===== src/rtl/control_input_stage.sv =====
// Control-bit input stage: each channel k contributes +Gamma_k when its bit
// is 1 and -Gamma_k when its bit is 0. The complex sum of all channels feeds
// the recursion stage. Two registered stages (sign-applied terms, then the
// adder-tree sum) form an elastic pipeline with valid/ready on both sides.
module control_input_stage #(
   parameter int M  = 4,
   parameter int CW = 16,
   parameter int OW = CW + $clog2(M) + 1
) (
   input  logic                    clk,
   input  logic                    rst,
   input  logic [M-1:0]            in_bits,
   input  logic                    in_valid,
   output logic                    in_ready,
   input  logic                    coef_we,
   input  logic [$clog2(M)-1:0]    coef_addr,
   input  logic signed [CW-1:0]    coef_re,
   input  logic signed [CW-1:0]    coef_im,
   output logic signed [OW-1:0]    out_r,
   output logic signed [OW-1:0]    out_i,
   output logic                    out_valid,
   input  logic                    out_ready,
   output logic [31:0]             sample_cnt
);

   logic signed [CW-1:0] r_gamma_re [M];
   logic signed [CW-1:0] r_gamma_im [M];
   logic signed [OW-1:0] r_s1_re [M];
   logic signed [OW-1:0] r_s1_im [M];
   logic                 r_s1_vld;
   logic signed [OW-1:0] r_out_re;
   logic signed [OW-1:0] r_out_im;
   logic                 r_out_vld;
   logic [31:0]          r_cnt;

   logic                 w_adv;
   logic signed [OW-1:0] w_term_re [M];
   logic signed [OW-1:0] w_term_im [M];
   logic signed [OW-1:0] w_sum_re;
   logic signed [OW-1:0] w_sum_im;

   // The whole pipeline moves together; it only stalls when a valid output
   // is waiting on the consumer.
   assign w_adv     = !r_out_vld || out_ready;
   assign in_ready  = w_adv;
   assign out_r     = r_out_re;
   assign out_i     = r_out_im;
   assign out_valid = r_out_vld;
   assign sample_cnt = r_cnt;

   // Sign-extend each coefficient to the full output width before negating,
   // so negating the most negative coefficient is still exact.
   always_comb begin
      for (int k = 0; k < M; k++) begin
         w_term_re[k] = $signed({{(OW-CW){r_gamma_re[k][CW-1]}}, r_gamma_re[k]});
         w_term_im[k] = $signed({{(OW-CW){r_gamma_im[k][CW-1]}}, r_gamma_im[k]});
         if (!in_bits[k]) begin
            w_term_re[k] = -w_term_re[k];
            w_term_im[k] = -w_term_im[k];
         end
      end
   end

   // Adder tree over the registered terms; OW is wide enough that it never wraps.
   always_comb begin
      w_sum_re = '0;
      w_sum_im = '0;
      for (int k = 0; k < M; k++) begin
         w_sum_re = w_sum_re + r_s1_re[k];
         w_sum_im = w_sum_im + r_s1_im[k];
      end
   end

   // Coefficient registers; a sample captured on the same edge still sees the old value.
   always_ff @(posedge clk) begin
      if (rst) begin
         for (int k = 0; k < M; k++) begin
            r_gamma_re[k] <= '0;
            r_gamma_im[k] <= '0;
         end
      end else if (coef_we) begin
         r_gamma_re[coef_addr] <= coef_re;
         r_gamma_im[coef_addr] <= coef_im;
      end
   end

   // S1 holds the sign-applied terms, S2 the sum; both hold while stalled.
   always_ff @(posedge clk) begin
      if (rst) begin
         r_s1_vld  <= 1'b0;
         r_out_vld <= 1'b0;
         r_out_re  <= '0;
         r_out_im  <= '0;
         for (int k = 0; k < M; k++) begin
            r_s1_re[k] <= '0;
            r_s1_im[k] <= '0;
         end
      end else if (w_adv) begin
         r_s1_vld  <= in_valid;
         r_out_vld <= r_s1_vld;
         if (in_valid) begin
            for (int k = 0; k < M; k++) begin
               r_s1_re[k] <= w_term_re[k];
               r_s1_im[k] <= w_term_im[k];
            end
         end
         if (r_s1_vld) begin
            r_out_re <= w_sum_re;
            r_out_im <= w_sum_im;
         end
      end
   end

   // Delivered-sample counter, wraps naturally at 2^32.
   always_ff @(posedge clk) begin
      if (rst) begin
         r_cnt <= '0;
      end else if (r_out_vld && out_ready) begin
         r_cnt <= r_cnt + 32'd1;
      end
   end

endmodule


===== config.mk =====
export PLATFORM = sky130hd
export DESIGN_NAME = control_input_stage
export DESIGN_NICKNAME = d
export VERILOG_FILES = /design/src/rtl/control_input_stage.sv
export SDC_FILE = /design/constraint.sdc
export NUM_CORES = 1
export LEC_CHECK = 0
export BUFFER_PORTS_ARGS = -buffer_cell sky130_fd_sc_hd__buf_2
export CORE_MARGIN = 5
export CORE_UTILIZATION = 46
export DETAILED_ROUTE_END_ITERATION = 10
export SLEW_MARGIN = 0
export SYNTH_ARGS = -nofsm -noshare
export SYNTH_HDL_FRONTEND = slang
export SYNTH_SLANG_ARGS = --single-unit

===== constraint.sdc =====
create_clock -name clk -period 6.35 [get_ports clk]
set_clock_uncertainty 0.05 [all_clocks]
set_input_delay 1.27 -clock clk [delete_from_list [all_inputs] [get_ports clk]]
set_output_delay 1.27 -clock clk [all_outputs]
set_load 0.1 [all_outputs]

Word-level counts from Yosys, hierarchy flattened

Memory sizes are Yosys's and may differ from the RTL's.
Index checks and enable logic that the tools add are counted.

Register bits: 72
RAM bits: 280
Memories kept: 4

Add/sub/neg operators: 15
Multiplexer cells: 31
Bitwise operators: 8
Reduce and logical (&&, ||, !) cells: 6

Memories:

| name       | depth | bits a word | rd ports | clocked after memory_dff | write ports | RTL line | text |
|---|---|---|---|---|---|---|---|
| r_s1_im    | 4     | 19          | 4        | 0                        | 4           | 29       | `logic signed [OW-1:0] r_s1_im [M];` |
| r_s1_re    | 4     | 19          | 4        | 0                        | 4           | 28       | `logic signed [OW-1:0] r_s1_re [M];` |
| r_gamma_im | 4     | 16          | 4        | 0                        | 4           | 27       | `logic signed [CW-1:0] r_gamma_im [M];` |
| r_gamma_re | 4     | 16          | 4        | 0                        | 4           | 26       | `logic signed [CW-1:0] r_gamma_re [M];` |

Operator list:

| operator                | number |
|---|---|
| $mux W19                | 16 |
| $neg A16 Y19            | 8 |
| $add A19 B19 Y19        | 6 |
| $add A32 B1 Y32 const B | 1 |
| $mux W16                | 2 |
| $reduce_or A16 Y1       | 2 |
| $mux W1                 | 11 |
| $or A1 B1 Y1            | 8 |
| $mux W2                 | 2 |
| $reduce_and A2 Y1       | 1 |
| $logic_and A1 B1 Y1     | 1 |
| $logic_not A1 Y1        | 1 |
| $logic_or A1 B1 Y1      | 1 |

Longest topological paths before layout

Depth in word-level cells: 6
Gate-level depth with buffers: 14
Mapped depth without buffers: 14

Worst setup path before layout

No wires, ideal clock.

Kind: input-to-reg
From: input out_ready
To: memory r_s1_im[0][0] (netlist bit) (enable)
Setup time: 0.517 ns
Arrival: 5.725 ns
Required time: 5.783 ns
Setup slack: 0.058 ns
Cell stages on the path: 4
Path buffers: 1
Cells stage by stage: nand2b_1 -> clkbuf_1 -> nand2_1 -> nand2_1

RTL lines:

| what        | RTL line | text |
|---|---|---|
| from (decl) | 22       | `input logic out_ready,` |
| to (decl)   | 29       |  |

==> summary.txt <==
Drt
  • WL/cell: 17.36 um
  • DRC: 0
  • Routed WL: 43010 um
  • 1st-iter DRT viols: 990
  • Routed vias/inst: 5.074
  • DRT antenna net count: 0
  • Routed via count: 12570
  • Drt pass-1 iters: 6

Timing
  • Tmin final: 3.644 ns
  • Worst slew pin tran: 1.159 ns
  • Final cycle utilization of the critical path: 57.38%
  • F_max: 0.2744 GHz
  • Relative slew slack: 22.73%
  • Fin. Hold Viols: 0
  • Slew Limit Fails: 0
  • Setup-failing EPs final: 0
  • Setup Total Neg Slack: 0 ns
  • RSZ-0062 raised after global routing: no

Die
  • Initial Util: 46.61%
  • Core area: 40920 um^2
  • Die width: 213.6 um
  • Io pins: 115
  • Die area: 45640 um^2
  • Die Y: 213.6 um
  • Site Rows: 74

Global routing
  • Initial antenna violation count: 0
  • First-pass GRT wire length: 68040 um
  • Largest net degree at the start of global routing: 78
  • Vias in the first global route: 12170
  • Total track usage: 19.06%
  • GR Overflow Total: 0

Synthesis
  • Ys flop type: edfxtp_1
  • Synth warn: 0
  • FF+latch count, synth: 352
  • Sequential share of the synthesized area: 51.64%
  • Number of synthesized flops with an enable pin: 280
  • Syn nets: 1975
  • Avg Synthesized Cell Area: 10.51 um^2
  • Post-Synthesis Cells: 1815
  • Post-synthesis cell type count: 61
  • Post-Syn Area: 19070 um^2
  • Ys async rst share: 0%

Clock network
  • PostCTS Resize Cnt: 0
  • Worst-path clk slew: 0.06 ns
  • Clk root buf: clkbuf_16
  • Clock Sinks: 352
  • Clock H-tree levels: 2
  • Hold_buf cts: 0
  • Worst-skew pair later-pin latency: 0.55 ns
  • CTS Buf Count: 39
  • Setup bufs post-CTS: 0
  • Clk buf depth: 3
  • CTS tree: built

Power
  • Leakage: 8.671 nW
  • Comb power frac: 27.0%
  • Clock network fraction of design power: 32.7%
  • P_sw: 0.002294 W
  • Switching part of the total: 32.53%
  • P_int: 0.004758 W
  • Pwr dens: 328.2 nW/um^2
  • Peak VDD IR: 0.1710 mV
  • Flop pwr share: 40.3%

Critical path
  • CP Capture Type: register
  • R2r startpoint: r_s1_re[3][1]
  • Worst R2R End: out_r[17]
  • WS Path Type: reg2reg
  • R2r setup slk: 2.71 ns
  • Required time worst endpoint: 6.75 ns
  • Reg2reg path depth: 14
  • Type of origin of the critical path: register
  • Crit path DAT: 4.04 ns
  • CP Max Fanout: 4

Final layout
  • Filler cells: 3648
  • Most frequent cells in the layout: edfxtp_1 (280), nor2_1 (235), inv_1 (216)
  • Proportion of layout cells with a drive suffix above 1: 10.33%
  • Area Overhead vs Synth: 12.65%
  • Final Cell Area: 21490 um^2
  • Most common cell after layout, fill and taps aside: edfxtp_1
  • Final net count: 2076

Placed design
  • Area post-placement: 20180 um^2
  • Buffers on Ports: 114
  • Final GP Congestion: 0.8586
  • Post-DP HPWL: 32210 um

Hold path
  • Hold Crit Class: reg2reg
  • Hold Path Depth: 2
  • Hold path start: out_i[9]
  • Hold Path Sink: out_i[9]

Run status
  • Status: complete, no violations

Job
  • Max_cap viols: 0
[stage by stage]
step,hold slack (ns),setup WS (ns),total power (W),util [%],std cells
2_1_floorplan,0.3975,0.05790,0.004337,-,1815
3_5_place_dp,0.3926,2.215,0.004800,49.31,2407
4_1_cts,0.4006,2.657,0.007118,52.50,2477
6_report,0.3960,2.706,0.007052,52.51,2478
3_3_place_gp,0.3885,2.266,0.004777,49.31,2407
5_1_grt,0.4095,2.428,0.007436,52.50,2477
[state kept, by name (all words and copies together), names as in the netlist]
| name | cells |
|---|---|
| out_i | 19 |
| r_s1_vld | 1 |
| r_gamma_re | 64 |
| r_s1_im | 76 |
| out_r | 19 |
| r_s1_re | 76 |
| sample_cnt | 32 |
| r_gamma_im | 64 |
| out_valid | 1 |
[how the worst max path moves through the flow]
stage                              from            end  slack (ns)
after floorplan               out_ready  r_s1_im[0][0]        0.06
after global placement              rst  r_s1_re[3][5]        2.27
after detailed placement            rst  r_s1_re[2][4]        2.22
after CTS                 r_s1_re[3][1]      out_r[17]        2.66
after global routing      r_s1_im[2][7]      out_i[16]        2.43
final                     r_s1_re[3][1]      out_r[17]        2.71
[Yosys cell counts (3+ instances only)]
master / number / area [um^2]
nand2_1: 83 / 311.6
a22o_1: 3 / 26.28
xor2_1: 36 / 315.3
a21oi_1: 131 / 655.6
xnor2_1: 117 / 1025
a41o_1: 3 / 30.03
inv_1: 216 / 810.8
dfxtp_1: 72 / 1441
o21a_1: 9 / 67.56
nor2b_1: 16 / 100.1
nor2_1: 235 / 882.1
nor3_1: 38 / 190.2
edfxtp_1: 280 / 8408
nor4_1: 13 / 81.33
mux2i_1: 8 / 80.08
a211oi_1: 12 / 90.09
clkbuf_1: 57 / 214.0
o21ai_0: 58 / 290.3
a211o_1: 4 / 35.03
nand3_1: 22 / 110.1
and4_1: 5 / 43.79
and3_1: 8 / 50.05
buf_1: 4 / 15.01
or2_2: 7 / 43.79
o211ai_1: 5 / 37.54
and2_1: 134 / 838.3
a31oi_1: 19 / 118.9
nand2b_1: 15 / 93.84
or3_1: 32 / 200.2
ha_1: 45 / 563.0
fa_1: 72 / 1441
or4_1: 3 / 22.52
a311oi_1: 3 / 26.28
a21o_1: 9 / 67.56
nand4_1: 7 / 43.79
[per-layer routing]
metal | up-vias | track usage, % | wire [um]
li1 | 6314 | - | -
met1 | 5865 | 31.40 | 22300
met2 | 335 | 26.17 | 16980
met3 | 59 | 2.824 | 2854
met4 | 0 | 5.022 | 875
met5 | - | 0 | 0
[power groups by stage]
stage | registers [W] | logic, W | clock network [W]
after floorplan | 0.00318 | 0.00116 | 0
after global placement | 0.00288 | 0.00190 | 0
after detailed placement | 0.00289 | 0.00191 | 0
after CTS | 0.00284 | 0.00192 | 0.00235
after global routing | 0.00286 | 0.00213 | 0.00244
final | 0.00284 | 0.00191 | 0.00231
[worst max-delay path: stages, from the launching register on]
cell and delay (ns):
edfxtp_1 0.31, inv_1 0.06, fa_1 0.56, fa_1 0.42
inv_1 0.07, ha_1 0.17, inv_1 0.06, fa_1 0.38
nor2b_1 0.20, o2111ai_1 0.22, a31oi_1 0.19, nor2_1 0.09
o41ai_1 0.45, xnor2_1 0.12, o31ai_1 0.21
[area by class of cell]
| class | count | area [um^2] | area share, % |
|---|---|---|---|
| diodes | 1 | 2.502 | 0.01165 |
| clock buffers | 51 | 1062 | 4.944 |
| clock inverters | 19 | 242.7 | 1.130 |
| well taps | 532 | 665.6 | 3.098 |
| repair buffers | 123 | 663.1 | 3.086 |
| flip-flops and latches | 352 | 9849 | 45.84 |
| inverters | 216 | 810.8 | 3.773 |
| multi-input cells | 1184 | 8192 | 38.12 |
[logic make-up after synthesis]
logic type      share of synthesized area [%]
compound gates                          8.422
flops                                   51.64
xor+xnor                                7.111
simple gates                            16.35
fa+ha+maj                               10.51
mux                                    0.4198
buf+inv                                 5.549
Power figures use the tool's default switching activity.
